## config.mk

```make
export PLATFORM = sky130hd
export DESIGN_NAME = pc_gen
export DESIGN_NICKNAME = d
export VERILOG_FILES = /design/src/rtl/pc_gen.sv
export SDC_FILE = /design/constraint.sdc
export NUM_CORES = 1
export LEC_CHECK = 0
export ABC_AREA = 1
export BUFFER_PORTS_ARGS = -buffer_cell sky130_fd_sc_hd__buf_2
export CAP_MARGIN = 20
export CORE_MARGIN = 2
export CORE_UTILIZATION = 50
export CTS_BUF_LIST = sky130_fd_sc_hd__clkbuf_2
export CTS_CLUSTER_DIAMETER = 80
export DETAILED_ROUTE_END_ITERATION = 10
export PLACE_DENSITY_LB_ADDON = 0.15
export SYNTH_ARGS = -nofsm -noshare
export SYNTH_HDL_FRONTEND = slang
export SYNTH_SLANG_ARGS = --single-unit
```

## constraint.sdc

```tcl
create_clock -name clk -period 4.91 [get_ports clk]
set_input_delay 0.491 -clock clk [delete_from_list [all_inputs] [get_ports clk]]
set_output_delay 0.491 -clock clk [all_outputs]
set_load 0.01 [all_outputs]
```

## src/rtl/pc_gen.sv

```systemverilog
// -----------------------------------------------------------------------------
// pc_gen : fetch program-counter generator with a circular return address stack
//
// Produces the fetch address for instruction memory over a valid/ready
// handshake. The PC advances by 2 or 4 bytes on each accepted request. It can
// also be loaded, in this priority order, from a trap vector, from a
// return-stack pop or redirect target, or from a redirect target alone. Every
// load inserts a single bubble cycle in which no request is issued.
//
// Parameters
//   XLEN       address width; PC arithmetic wraps modulo 2^XLEN
//   RESET_VEC  PC value loaded by reset
//   RAS_DEPTH  return-address-stack entries (power of 2, >= 2)
//   C_EXT      1: 2-byte steps/alignment legal, 0: 4-byte only
//
// Ports
//   clk          in   clock, rising edge
//   rst          in   asynchronous active-high reset
//   fetch_valid  out  fetch_pc is a valid request (registered)
//   fetch_ready  in   imem accepts the request this cycle
//   fetch_pc     out  current fetch address (registered)
//   pc_next      out  fetch_pc + step (combinational)
//   step_c       in   current instruction is compressed (step 2)
//   trap_en      in   load trap_vec (highest priority)
//   trap_vec     in   trap target
//   redirect_en  in   load redirect_pc
//   redirect_pc  in   redirect target
//   call_en      in   push pc_next on the RAS (with redirect_en or ret_en)
//   ret_en       in   pop the RAS and load the popped address
//   ras_empty    out  RAS holds no entries (registered)
//   ras_full     out  RAS holds RAS_DEPTH entries (registered)
//   misalign     out  one-cycle pulse: last loaded target was misaligned
// -----------------------------------------------------------------------------
module pc_gen #(
  parameter int                XLEN      = 32,
  parameter logic [XLEN-1:0]   RESET_VEC = 32'h8000_0000,
  parameter int                RAS_DEPTH = 4,
  parameter int                C_EXT     = 1
) (
  input  logic            clk,
  input  logic            rst,
  output logic            fetch_valid,
  input  logic            fetch_ready,
  output logic [XLEN-1:0] fetch_pc,
  output logic [XLEN-1:0] pc_next,
  input  logic            step_c,
  input  logic            trap_en,
  input  logic [XLEN-1:0] trap_vec,
  input  logic            redirect_en,
  input  logic [XLEN-1:0] redirect_pc,
  input  logic            call_en,
  input  logic            ret_en,
  output logic            ras_empty,
  output logic            ras_full,
  output logic            misalign
);

  localparam logic [1:0] BOOT   = 2'b00;
  localparam logic [1:0] RUN    = 2'b01;
  localparam logic [1:0] BUBBLE = 2'b10;

  localparam int PW = $clog2(RAS_DEPTH);
  localparam int CW = PW + 1;
  localparam logic [CW-1:0] DEPTH_C = CW'(RAS_DEPTH);

  // Low address bits that must be zero in a legal target.
  localparam logic [XLEN-1:0] ALIGN_MASK = (C_EXT != 0) ?
                                           {{(XLEN-1){1'b1}}, 1'b0} :
                                           {{(XLEN-2){1'b1}}, 2'b00};

  // True when the address has any bit set below the legal alignment.
  function automatic logic is_misaligned(input logic [XLEN-1:0] addr);
    return |(addr & ~ALIGN_MASK);
  endfunction

  logic [1:0]      state_r;
  logic [1:0]      state_nxt_s;
  logic [XLEN-1:0] pc_r;
  logic [XLEN-1:0] pc_nxt_s;
  logic [XLEN-1:0] pc_next_s;
  logic [XLEN-1:0] step_s;
  logic [XLEN-1:0] target_s;
  logic            load_s;
  logic            fetch_valid_r;
  logic            misalign_r;
  logic            misalign_nxt_s;

  logic [XLEN-1:0] ras_mem_r [RAS_DEPTH];
  logic [PW-1:0]   ras_ptr_r;      // next free slot; top entry is ras_ptr_r - 1
  logic [PW-1:0]   ras_ptr_dec_s;
  logic [CW-1:0]   ras_count_r;
  logic [CW-1:0]   ras_count_nxt_s;
  logic            ras_is_empty_s;
  logic            ras_is_full_s;
  logic [XLEN-1:0] ras_top_s;
  logic            ras_push_s;
  logic            ras_pop_s;
  logic            ras_replace_s;
  logic            ras_empty_r;
  logic            ras_full_r;

  assign ras_ptr_dec_s  = ras_ptr_r - PW'(1);
  assign ras_top_s      = ras_mem_r[ras_ptr_dec_s];
  assign ras_is_empty_s = (ras_count_r == {CW{1'b0}});
  assign ras_is_full_s  = (ras_count_r == DEPTH_C);

  // Sequential step size and the combinational next-sequential PC.
  always_comb begin
    if ((C_EXT != 0) && step_c) begin
      step_s = XLEN'(2);
    end else begin
      step_s = XLEN'(4);
    end
    pc_next_s = pc_r + step_s;
  end

  // Load detection, target selection and FSM / PC next-state.
  always_comb begin
    state_nxt_s    = state_r;
    pc_nxt_s       = pc_r;
    misalign_nxt_s = 1'b0;
    target_s       = redirect_pc;

    // Loads are ignored in BOOT so the reset vector is always fetched first.
    load_s = (state_r != BOOT) && (trap_en || redirect_en || ret_en);

    if (trap_en) begin
      target_s = trap_vec;
    end else if (ret_en && !ras_is_empty_s) begin
      target_s = ras_top_s;
    end else begin
      target_s = redirect_pc;
    end

    case (state_r)
      BOOT:    state_nxt_s = RUN;
      RUN:     state_nxt_s = load_s ? BUBBLE : RUN;
      BUBBLE:  state_nxt_s = RUN;
      default: state_nxt_s = BOOT;
    endcase

    if (load_s) begin
      pc_nxt_s       = target_s & ALIGN_MASK;
      misalign_nxt_s = is_misaligned(target_s);
    end else if ((state_r == RUN) && fetch_ready) begin
      pc_nxt_s = pc_next_s;
    end else begin
      pc_nxt_s = pc_r;
    end
  end

  // RAS operation decode; a trap overrides any call/return and leaves the stack alone.
  always_comb begin
    ras_push_s      = 1'b0;
    ras_pop_s       = 1'b0;
    ras_replace_s   = 1'b0;
    ras_count_nxt_s = ras_count_r;

    if (load_s && !trap_en) begin
      if (ret_en) begin
        if (call_en) begin
          // Pop and push together: swap the top entry, or plain push if empty.
          if (ras_is_empty_s) begin
            ras_push_s = 1'b1;
          end else begin
            ras_replace_s = 1'b1;
          end
        end else begin
          ras_pop_s = !ras_is_empty_s;
        end
      end else begin
        ras_push_s = redirect_en && call_en;
      end
    end else begin
      ras_push_s = 1'b0;
    end

    if (ras_push_s && !ras_is_full_s) begin
      ras_count_nxt_s = ras_count_r + CW'(1);
    end else if (ras_pop_s) begin
      ras_count_nxt_s = ras_count_r - CW'(1);
    end else begin
      ras_count_nxt_s = ras_count_r;
    end
  end

  // FSM state, fetch PC and registered handshake/pulse outputs.
  always_ff @(posedge clk or posedge rst) begin
    if (rst) begin
      state_r       <= BOOT;
      pc_r          <= RESET_VEC;
      fetch_valid_r <= 1'b0;
      misalign_r    <= 1'b0;
    end else begin
      state_r       <= state_nxt_s;
      pc_r          <= pc_nxt_s;
      fetch_valid_r <= (state_nxt_s == RUN);
      misalign_r    <= misalign_nxt_s;
    end
  end

  // Return address stack storage; a push when full overwrites the oldest slot.
  always_ff @(posedge clk or posedge rst) begin
    if (rst) begin
      for (int i = 0; i < RAS_DEPTH; i++) begin
        ras_mem_r[i] <= {XLEN{1'b0}};
      end
      ras_ptr_r   <= {PW{1'b0}};
      ras_count_r <= {CW{1'b0}};
      ras_empty_r <= 1'b1;
      ras_full_r  <= 1'b0;
    end else begin
      if (ras_push_s) begin
        ras_mem_r[ras_ptr_r] <= pc_next_s;
        ras_ptr_r            <= ras_ptr_r + PW'(1);
      end else if (ras_pop_s) begin
        ras_ptr_r <= ras_ptr_dec_s;
      end else if (ras_replace_s) begin
        ras_mem_r[ras_ptr_dec_s] <= pc_next_s;
      end else begin
        ras_ptr_r <= ras_ptr_r;
      end
      ras_count_r <= ras_count_nxt_s;
      ras_empty_r <= (ras_count_nxt_s == {CW{1'b0}});
      ras_full_r  <= (ras_count_nxt_s == DEPTH_C);
    end
  end

  assign fetch_valid = fetch_valid_r;
  assign fetch_pc    = pc_r;
  assign pc_next     = pc_next_s;
  assign ras_empty   = ras_empty_r;
  assign ras_full    = ras_full_r;
  assign misalign    = misalign_r;

endmodule

```

-- After elaboration in Yosys (flattened, before gate mapping)
Cells that the tools add are included.
- bits in registers: 171
- input bits: 72
- output and inout port bits: 68
- logic and storage cells: 86
- $add $sub $neg: 5
- magnitude comparators: 4
- eq/ne operators: 6
- multiplexer cells: 35
- bitwise gates (word level): 2
- reduce and logical (&&, ||, !) cells: 22
- operators with widths (operator ; count):
    $mux 128 ; 3
    $bwmux 128 ; 2
    $mux 32 ; 8
    $demux 32 s2 ; 2
    $bmux 32 s2 ; 1
    $add 32x3->32 ; 1
    $mux 1 ; 12
    $mux 3 ; 3
    $logic_and 1x1->1 ; 8
    $reduce_bool 2->1 ; 4
    $eq 3x3->1 const B ; 2
    $ge 3x3->1 const B ; 2
    $logic_not 3->1 ; 2
    $lt 3x1->1 const B ; 2
    $mux 2 ; 3
    $not 2->3 ; 2
    $eq 2x1->1 const B ; 2
    $pmux 2 s2 ; 1
    $add 3x1->3 const B ; 1
    $logic_not 1->1 ; 3
    $sub 3x1->3 const B ; 1
    $add 2x1->2 const B ; 1
    $eq 2x2->1 const B ; 1
    $logic_not 2->1 ; 1
    other kinds (5) ; 6

-- Depth between registers and ports, before layout
Gate-level depths: netlist of run 1.
- word-level depth: 10
- depth in mapped cells: 13
- depth with buffers taken out: 12

-- Least setup slack after synthesis of run 1
Ideal clock, no wire load.
- path kind: input to output
- start: input step_c
- end: output pc_next[21]
- arrival time: 1966 ps
- required time: 4419 ps
- slack: 2453 ps
- stages: 8
- path through: ha_1 -> inv_1 -> fa_1 -> nor2_2 -> nand3_1 -> nor2_1 -> xor2_1 -> inv_1
- word-level cells in the longest chain between the ends: 2
- ends and longest elaborated chain (item ; line ; source):
    from (decl) ; 46 ; input logic step_c,
    $mux 3 ; 109 ; if ((C_EXT != 0) && step_c) begin
    $add 32x3->32 ; 114 ; pc_next_s = pc_r + step_s;
    to (decl) ; 45 ; output logic [XLEN-1:0] pc_next,
Every way passes these cells.

-- Worst setup path in the final report of run 1
- start: register pc_r[1], in the netlist fetch_pc[1]
- end: output pc_next[21]
- word-level cells in the longest chain between the ends: 1
- ends and longest elaborated chain (item ; line ; source):
    from (decl) ; 78 ; logic [XLEN-1:0] pc_r;
    from (signal assigned) ; 196 ; pc_r <= pc_nxt_s;
    $add 32x3->32 ; 114 ;
Every way passes these cells.

==> flow_metrics.py, run 1 <==
metrics = {
    "outcome": {
        "outcome": "finished, violations left",
        "violations": "negative hold slack",
    },
    "timing": {
        "period_share_pct": 74.10,
        "whs_ps": -85.63,
        "rsz0062_at_grt": "no",
        "clock.fmax_mhz": 274.9,
        "setup_ws_ps": 1272,
        "setup-violations-final": 0,
        "fin_setup_tns_ps": 0,
        "maxSlewHeadroom_pct": 34.14,
        "final_max_slew_viol_count": 0,
        "hold_viol_final": 47,
        "worst_slew_pin_slew_ps": 987.9,
        "clock_skew_ps": 44.62,
        "fin_crit_ps": 3638,
    },
    "grt": {
        "overflow": 0,
        "antenna_found_initial": 1,
        "grt_pass1_wl_mm": 44.53,
        "grt_pass1_vias": 8086,
        "grt_max_degree": 169,
        "gr-usage-all-layers_pct": 28.90,
    },
    "place": {
        "io_buffers": 137,
        "preCtsSetupSlack_ps": 1810,
        "gp_congestion": 0.9047,
        "dpl.hpwl_mm": 19.37,
    },
    "critical_path": {
        "end_kind": "output pin",
        "slowest_delay_ps": 450,
        "slowest_stage": "dfrtp_1",
        "cp_max_fo": 6,
        "r2r_cells": 10,
        "criticalPathCategory": "reg -> out",
        "crit_required_ps": 4420,
        "reg2reg_slack_ps": 2110,
        "path_cells": "ha_1, inv_1, fa_1, nor2_2, nand3_1, nor2_1, xor2_1, inv_1, buf_2",
        "worstSetupStartpointType": "register",
        "critPathTopFamily": "simple AND/OR/NAND/NOR gates",
        "crit_cells": 9,
        "path_buf_inv": 3,
        "cp.arrival_ps": 3150,
        "crit_top_cell": "inv_1",
    },
    "power_and_ir_drop": {
        "pwr-share-clk_pct": 11.6,
        "vdd_ir_drop_max_uv": 358.7,
        "total_power_w": 0.006582,
        "comb_power_share_pct": 50.7,
        "seqPwrFrac_pct": 37.7,
        "power_density_nw_per_um2": 642.2,
        "intPower_w": 0.003326,
        "leakage_nw": 5.237,
        "p_sw_w": 0.003256,
        "netSwitchingFraction_pct": 49.47,
    },
    "logic_synthesis": {
        "yosys_register_bits": 168,
        "async_flop_share_pct": 100.0,
        "synth_edf_count": 0,
        "syn_area_sq_um": 9319,
        "synth_top_area_share_pct": 44.58,
        "synth.avg_cell_area_sq_um": 7.286,
        "yosysWarnings": 0,
        "yosys.area.top_type": "dfrtp_1",
        "synthTopCellsByArea": "dfrtp_1 (45%), nand2_1 (16%), nor2_1 (7.9%), o21ai_0 (5.8%), o21ai_1 (4.1%)",
        "yosys_most_used_dff": "dfrtp_1",
        "synthCells": 1279,
        "yosys-top-cells-count": "nand2_1 (389), nor2_1 (196), dfrtp_1 (166), o21ai_0 (108), inv_1 (83)",
        "synth_seq_area_share_pct": 45.14,
        "synth_cell_types": 34,
        "yosysMostFrequentCell": "nand2_1",
    },
    "cts": {
        "htreeDepth": 4,
        "cts_max_path_buffers": 2,
        "insertion_delay_ps": 740,
        "ctsResizeCount": 0,
        "numCtsBuffers": 17,
        "ctsHoldBuffers": 1,
        "cts.clk_slew.worst_paths_ps": 270,
        "cts_setup_buffers": 0,
        "ctsRootBufferMaster": "clkbuf_2",
        "cts_tree": "built",
        "cts_sinks": 168,
    },
    "layout": {
        "final_layout_size_suffix_gt1_share_pct": 15.36,
        "area_growth_pct": 9.976,
        "fin_nets": 1464,
        "fill_cells": 1833,
    },
    "worst_hold_path": {
        "hold_class": "in -> async",
    },
    "die": {
        "die-area_sq_um": 19750,
        "io_pins": 140,
        "chipWidth_um": 140.5,
        "rows": 49,
        "die_y_um": 140.5,
        "coreArea_sq_um": 18150,
        "start_util_pct": 51.35,
    },
    "routing": {
        "ant_nets": 0,
        "avgViaCountPerCell": 5.462,
        "drtPass1Iterations": 6,
        "wl_mm": 28.04,
        "drtIter0Drc": 767,
        "wire_per_inst_um": 17.28,
        "drc": 0,
        "vias": 8865,
    },
    "run": {
        "maxCapViolCount": 0,
    },
}
[stage by stage]
step	hold slack (ps)	area, sq um	utilization [%]	cells
6_report	-85.63	10250	56.47	1623
3_5_place_dp	456.0	10000	55.11	1589
2_1_floorplan	435.8	9326	-	1280
3_3_place_gp	454.7	10000	55.11	1589
4_1_cts	13.09	10250	56.46	1622
5_1_grt	10.35	10250	56.47	1623
[layout make-up]
class	count	area (sq um)	area share [%]
antenna	1	2.502	0.02442
clock buffer	17	85.08	0.8302
clock inverter	15	150.1	1.465
inverter	94	356.6	3.479
multi-input combinational	953	4392	42.85
sequential	168	4208	41.06
tap	229	286.5	2.796
timing repair buffer	146	768.2	7.496
[per-layer routing]
layer,vias up,track usage (%),wire [um]
met4,0,7.789,677
met3,42,5.162,2092
li1,4293,-,-
met5,-,0,0
met1,4186,44.31,13170
met2,344,42.26,12100
[worst reg2reg max path: stages, from the launching register on]
cell and delay [ps]:
dfrtp_1 460, inv_2 70, nand2_4 270, nand3_4 400, nor2_8 290, inv_2 80
nand2_2 80, nand3_4 490, inv_2 440, nand2_1 90, nand2_1 70
[power groups by stage]
stage	clock, W	combinational [W]	sequential, W
3_5_place_dp	0	0.00332	0.00248
6_report	0.000763	0.00334	0.00248
5_1_grt	0.000822	0.00376	0.00255
3_3_place_gp	0	0.00327	0.00249
4_1_cts	0.000773	0.00333	0.00246
2_1_floorplan	0	0.00228	0.00240
[worst paths after layout]
path / from / to
worst max-delay path: fetch_pc[1]$_DFFE_PP0P_ / pc_next[21]
min in group clk: trap_vec[10] / fetch_pc[10]$_DFFE_PP0P_
worst max register to register: state_r[0]$_DFF_PP0_ / ras_mem_r[116]$_DFFE_PP0P_
worst min-delay path: rst / ras_mem_r[1]$_DFFE_PP0P_
worst min register to register: ras_mem_r[96]$_DFFE_PP0P_ / ras_mem_r[96]$_DFFE_PP0P_
max in group asynchronous: rst / ras_mem_r[80]$_DFFE_PP0P_
[placed cells by master, fill, tap and decap left out, types with 11 or more instances in the layout]
master | netlist | routed
clkbuf_2 | 1 | 17
dfrtp_1 | 166 | 165
nor2_1 | 196 | 196
xor2_1 | 14 | 14
o21ai_1 | 76 | 76
a21oi_1 | 28 | 28
o211ai_1 | 27 | 27
inv_2 | 11 | 13
nand2_1 | 389 | 389
o21ai_0 | 108 | 108
nand3_1 | 59 | 59
buf_2 | 20 | 137
inv_1 | 83 | 80
ha_1 | 11 | 11
[sequential cells by signal (all words and copies together), names as in the netlist]
| name | cells |
|---|---|
| ras_mem_r | 126 |
| fetch_pc | 31 |
| ras_count_r | 3 |
| ras_ptr_r | 2 |
| state_r | 2 |
| fetch_valid | 1 |
| misalign | 1 |
| ras_empty | 1 |
| ras_full | 1 |
[logic make-up (layout without fill, tap and decap cells)]
kind of cell | after synthesis | in the layout | share of synthesized area, %
AO/OA/AOI/OAI | 247 | 247 | 14.21
XOR/XNOR | 15 | 15 | 1.490
adder cells (fa/ha/maj) | 12 | 12 | 1.692
buffers and inverters | 159 | 272 | 7.774
flip-flops | 168 | 168 | 45.14
other | 1 | 3 | 0.04024
AND/OR/NAND/NOR | 677 | 677 | 29.66
Power figures use the tool's default switching activity.
==> run 2: changes to the inputs <==
clock period = 3.4 ns   (was 4.91 ns; I/O delays follow)
==> flow_metrics.py, run 2 (synthesis results as in run 1) <==
metrics = {
    "outcome": {
        "outcome": "finished, final reports clean",
    },
    "grt": {
        "grt_pass1_vias": 8627,
        "antenna_found_initial": 1,
        "overflow": 0,
        "gr-usage-all-layers_pct": 30.85,
        "grt_max_degree": 60,
        "grt_pass1_wl_mm": 47.51,
    },
    "timing": {
        "clock.fmax_mhz": 315.7,
        "period_share_pct": 93.17,
        "worst_slew_pin_slew_ps": 851.0,
        "rsz0062_at_grt": "no",
        "final_max_slew_viol_count": 0,
        "hold_viol_final": 0,
        "clock_skew_ps": 38.74,
        "setup-violations-final": 0,
        "whs_ps": 71.70,
        "fin_setup_tns_ps": 0,
        "maxSlewHeadroom_pct": 43.15,
        "fin_crit_ps": 3168,
    },
    "place": {
        "gp_congestion": 0.9945,
        "dpl.hpwl_mm": 20.32,
        "io_buffers": 137,
    },
    "critical_path": {
        "slowest_stage": "dfrtp_1",
        "end_kind": "output pin",
        "worstSetupStartpointType": "register",
        "path_cells": "ha_1, inv_1, fa_2, nor2_4, nand3_1, nor2_4, nand3_1, nand2_1, buf_2",
        "criticalPathCategory": "reg -> out",
        "crit_required_ps": 3060,
        "reg2reg_to": "fetch_pc[12]$_DFFE_PP0P_",
        "slowest_delay_ps": 440,
        "r2r_cells": 11,
        "reg2reg_slack_ps": 460,
        "cp_max_fo": 6,
        "cp.arrival_ps": 2830,
        "rr_startpoint": "state_r[0]$_DFF_PP0_",
    },
    "routing": {
        "wl_met3_mm": 2.759,
        "wire_per_inst_um": 17.50,
        "drtIter0Drc": 871,
        "drc": 0,
        "wl_met1_mm": 13.19,
        "wl_met2_mm": 13.11,
        "vias": 9317,
        "ant_nets": 0,
        "drtPass1Iterations": 5,
        "topRoutingLayerUsed": "met4",
        "avgViaCountPerCell": 5.490,
        "wl_mm": 29.71,
    },
    "layout": {
        "area_growth_pct": 18.90,
        "max_flop_register": "ras_mem_r",
        "fin_nets": 1538,
        "fill_cells": 1690,
        "largest_reg_flops": 126,
        "layout_commonest_cell": "nand2_1",
        "final_cell_mix": "nand2_1 (387), nor2_1 (193), dfrtp_1 (165)",
        "final_layout_size_suffix_gt1_share_pct": 16.36,
    },
    "die": {
        "rows": 49,
        "coreArea_sq_um": 18150,
        "chipWidth_um": 140.5,
        "die_y_um": 140.5,
        "die-area_sq_um": 19750,
        "start_util_pct": 51.35,
        "io_pins": 140,
    },
    "run": {
        "maxCapViolCount": 0,
    },
    "worst_hold_path": {
        "hp-start": "trap_en",
        "hold_class": "in -> reg",
        "hold_depth": 4,
        "min_to": "misalign$_DFF_PP0_",
    },
    "cts": {
        "cts.clk_slew.worst_paths_ps": 250,
        "ctsRootBufferMaster": "clkbuf_2",
        "htreeDepth": 4,
        "cts_sinks": 168,
        "numCtsBuffers": 17,
        "cts_max_path_buffers": 2,
        "insertion_delay_ps": 720,
        "cts_tree": "built",
    },
    "power_and_ir_drop": {
        "leakage_nw": 5.556,
        "vdd_ir_drop_max_uv": 518.8,
        "power_density_nw_per_um2": 896.7,
    },
}
## run 2: changes by cell type in the layout (fill, tap and decap cells not counted), sizes merged
cell,change
buf,+15
clkbuf,+3
clkinvlp,+2
clkinv,-2
inv,-3
dlygate4sd3,+59
## run 2: final cells by class
| cell class | count | area, sq um | area share, % |
|---|---|---|---|
| Antenna cell | 1 | 2.502 | 0.02258 |
| Clock buffer | 20 | 100.1 | 0.9033 |
| Clock inverter | 12 | 127.6 | 1.152 |
| Inverter | 94 | 356.6 | 3.218 |
| Multi-Input combinational cell | 953 | 4466 | 40.30 |
| Sequential cell | 168 | 4208 | 37.97 |
| Tap cell | 229 | 286.5 | 2.586 |
| Timing Repair Buffer | 220 | 1534 | 13.84 |
## run 2: how the worst max path moves through the flow
stage	startpoint	to	slack (ps)	cells past startpoint
final	fetch_pc[1]$_DFFE_PP0P_	pc_next[29]	230	9
after floorplan	rst	fetch_pc[10]$_DFFE_PP0P_	920	1
after global routing	fetch_pc[1]$_DFFE_PP0P_	pc_next[9]	6	9
after detailed placement	step_c	pc_next[21]	600	10
after global placement	step_c	pc_next[21]	630	10
after CTS	fetch_pc[1]$_DFFE_PP0P_	pc_next[19]	6	9
## run 2: power breakdown
group	leakage (nW)	internal (W)	switching (W)	total, W
Clock	0.139	0.000343	0.000736	0.00108
Sequential	2.14	0.00288	0.000702	0.00358
Combinational	3.27	0.00192	0.00335	0.00528
Total	5.56	0.00514	0.00479	0.00994
## run 2: metal layers
metal	vias up	global-route usage (%)
met5	-	0
met4	0	8.632
met3	41	5.265
met2	467	46.21
met1	4373	46.42
li1	4436	-
## run 2: per-stage QoR
stage / power (W) / cells / cell area (sq um) / setup WS, ps / utilization, %
2_1_floorplan: 0.006767 / 1280 / 9326 / 920.9 / -
3_3_place_gp: 0.008410 / 1603 / 10160 / 632.7 / 55.96
3_5_place_dp: 0.008494 / 1603 / 10160 / 601.1 / 55.96
4_1_cts: 0.009844 / 1693 / 10990 / 5.606 / 60.58
5_1_grt: 0.01078 / 1697 / 11080 / 6.370 / 61.06
6_report: 0.009936 / 1697 / 11080 / 232.3 / 61.06
## run 2: worst max-delay path, delay by kind of cell, from the launching register on
kind                     cells  cell delay, ps
adder cells (fa/ha/maj)      2             560
AND/OR/NAND/NOR              5             860
buffers and inverters        2             240
flip-flops                   1             440
## run 2: repair_timing
action	4_1_cts	5_1_grt
hold buffers	58	2
pin swaps	0	2
endpoints found under the setup margin	5	13
buffers inserted	0	1
resized for setup	6	9
endpoints found under the hold margin	65	2
==> run 3: changes to the inputs <==
CORE_MARGIN = 3   (was 2)
clock period = 2.8 ns   (was 3.4 ns; I/O delays follow)
==> flow_metrics.py, run 3 (synthesis results as in run 1) <==
metrics = {
    "outcome": {
        "outcome": "finished, violations left",
        "violations": "negative setup slack",
    },
    "place": {
        "io_buffers": 137,
        "gp_congestion": 0.9043,
        "dp.cells": 1611,
        "dpl.hpwl_mm": 20.75,
    },
    "layout": {
        "max_flop_register": "ras_mem_r",
        "largest_reg_flops": 126,
        "area_growth_pct": 24.45,
        "postLayoutCoreUtil_pct": 63.91,
        "layout_commonest_cell": "nand2_1",
        "final_cell_mix": "nand2_1 (373), nor2_1 (188), dfrtp_1 (163)",
        "final_layout_size_suffix_gt1_share_pct": 19.97,
        "final_cells": 1732,
        "fin_nets": 1573,
    },
    "grt": {
        "antenna_found_initial": 1,
        "grt_max_degree": 108,
        "overflow": 0,
        "gr-usage-all-layers_pct": 30.96,
        "grt_pass1_vias": 9169,
        "grt_pass1_wl_mm": 48.99,
    },
    "routing": {
        "drtPass1Iterations": 5,
        "drc": 0,
        "ant_nets": 0,
        "vias": 9644,
        "drtIter0Drc": 992,
        "wl_mm": 31.12,
        "wire_per_inst_um": 17.97,
        "avgViaCountPerCell": 5.568,
    },
    "die": {
        "die_y_um": 142.5,
        "start_util_pct": 51.35,
        "io_pins": 140,
        "rows": 49,
        "coreArea_sq_um": 18150,
        "die-area_sq_um": 20310,
        "chipWidth_um": 142.5,
    },
    "timing": {
        "clock.fmax_mhz": 328.8,
        "period_share_pct": 108.6,
        "maxSlewHeadroom_pct": 56.95,
        "clock_skew_ps": 29.01,
        "worst_slew_pin_slew_ps": 645.8,
        "fin_crit_ps": 3041,
        "fin_setup_tns_ps": -2378,
        "hold_viol_final": 0,
        "final_max_slew_viol_count": 0,
        "rsz0062_at_grt": "yes",
        "setup-violations-final": 15,
        "setup_ws_ps": -241.3,
    },
    "power_and_ir_drop": {
        "vdd_ir_drop_max_uv": 614.5,
        "power_density_nw_per_um2": 1103,
        "leakage_nw": 5.754,
    },
    "cts": {
        "cts_tree": "built",
        "insertion_delay_ps": 740,
        "cts_sinks": 168,
        "cts.clk_slew.worst_paths_ps": 260,
        "numCtsBuffers": 17,
        "htreeDepth": 4,
        "ctsRootBufferMaster": "clkbuf_2",
        "cts_max_path_buffers": 2,
    },
    "critical_path": {
        "cp.arrival_ps": 2760,
        "worstSetupStartpointType": "register",
        "end_kind": "output pin",
        "crit_required_ps": 2520,
        "criticalPathCategory": "reg -> out",
        "cp_max_fo": 5,
    },
    "run": {
        "maxCapViolCount": 0,
    },
    "worst_hold_path": {
        "hold_class": "in -> reg",
    },
}
-- run 3: cell types whose count changed in the layout (fill, tap and decap cells not counted), moves of 5 or more --
cell and delta:
nand2_1 -14, nand2_2 +8, dlygate4sd3_1 +9, inv_1 -6, nand2_4 +6, buf_4 +23, buf_6 +6, inv_2 +6
nor2_1 -5
-- run 3: stage by stage --
step | area [sq um] | hold WS (ps) | total power (W) | setup WS, ps
2_1_floorplan | 9326 | 435.8 | 0.008217 | 380.9
3_3_place_gp | 10230 | 431.2 | 0.01028 | 235.3
3_5_place_dp | 10230 | 431.8 | 0.01041 | 204.4
4_1_cts | 11390 | 4.627 | 0.01236 | -270.8
5_1_grt | 11600 | 20.68 | 0.01377 | -409.7
6_report | 11600 | 54.75 | 0.01279 | -241.3
-- run 3: worst max-delay path, cell delays in order, from the launching register on --
cell	delay, ps
dfrtp_1	420
ha_2	180
inv_1	50
fa_2	380
nor2_4	140
nand2_2	140
or2_2	310
and2_1	200
inv_1	70
buf_2	120
-- run 3: final cells by class --
type                    instances  area (sq um)
clock inverters                14         148.9
diodes                          1         2.502
well taps                     229         286.5
flip-flops and latches        168          4210
fillers                      1649          6550
repair buffers                255          1864
inverters                      94         356.6
clock buffers                  18         90.09
multi-input cells             953          4638
-- run 3: power by group --
group          switching (W)  leakage, nW  internal [W]  total [W]
Combinational        0.00437         3.49       0.00272    0.00708
Clock               0.000917        0.127      0.000415    0.00133
Sequential          0.000877         2.14       0.00350    0.00437
Total                0.00616         5.75       0.00663     0.0128
-- run 3: metal layers --
layer | global-route usage, % | part of all wire [%] | vias up
met5 | 0 | 0 | -
met4 | 10.21 | 2.6 | 0
met3 | 6.149 | 10 | 60
met2 | 46.93 | 45 | 507
met1 | 44.85 | 42 | 4562
li1 | - | - | 4515
-- run 3: what timing repair did --
item | in CTS | in global routing
hold buffers | 69 | 0
gates cloned | 0 | 0
setup buffers | 9 | 10
hold endpoints to repair | 205 | 0
gates resized for setup | 32 | 38
pin swaps | 5 | 6
setup endpoints to repair | 26 | 31
-- run 3: final timing paths --
path | from | end | slack (ps) | cells after the start
worst min-delay path | ret_en | ras_count_r[1]$_DFF_PP0_ | 50 | 6
max in group asynchronous | rst | fetch_pc[4]$_DFFE_PP0P_ | 2040 | 4
worst min register to register | ras_mem_r[96]$_DFFE_PP0P_ | ras_mem_r[96]$_DFFE_PP0P_ | 510 | 2
worst max register to register | ras_count_r[0]$_DFF_PP0_ | fetch_pc[12]$_DFFE_PP0P_ | 150 | 11
worst max-delay path | fetch_pc[1]$_DFFE_PP0P_ | pc_next[9] | -240 | 9
min in group asynchronous | rst | ras_mem_r[99]$_DFFE_PP0P_ | 160 | 4
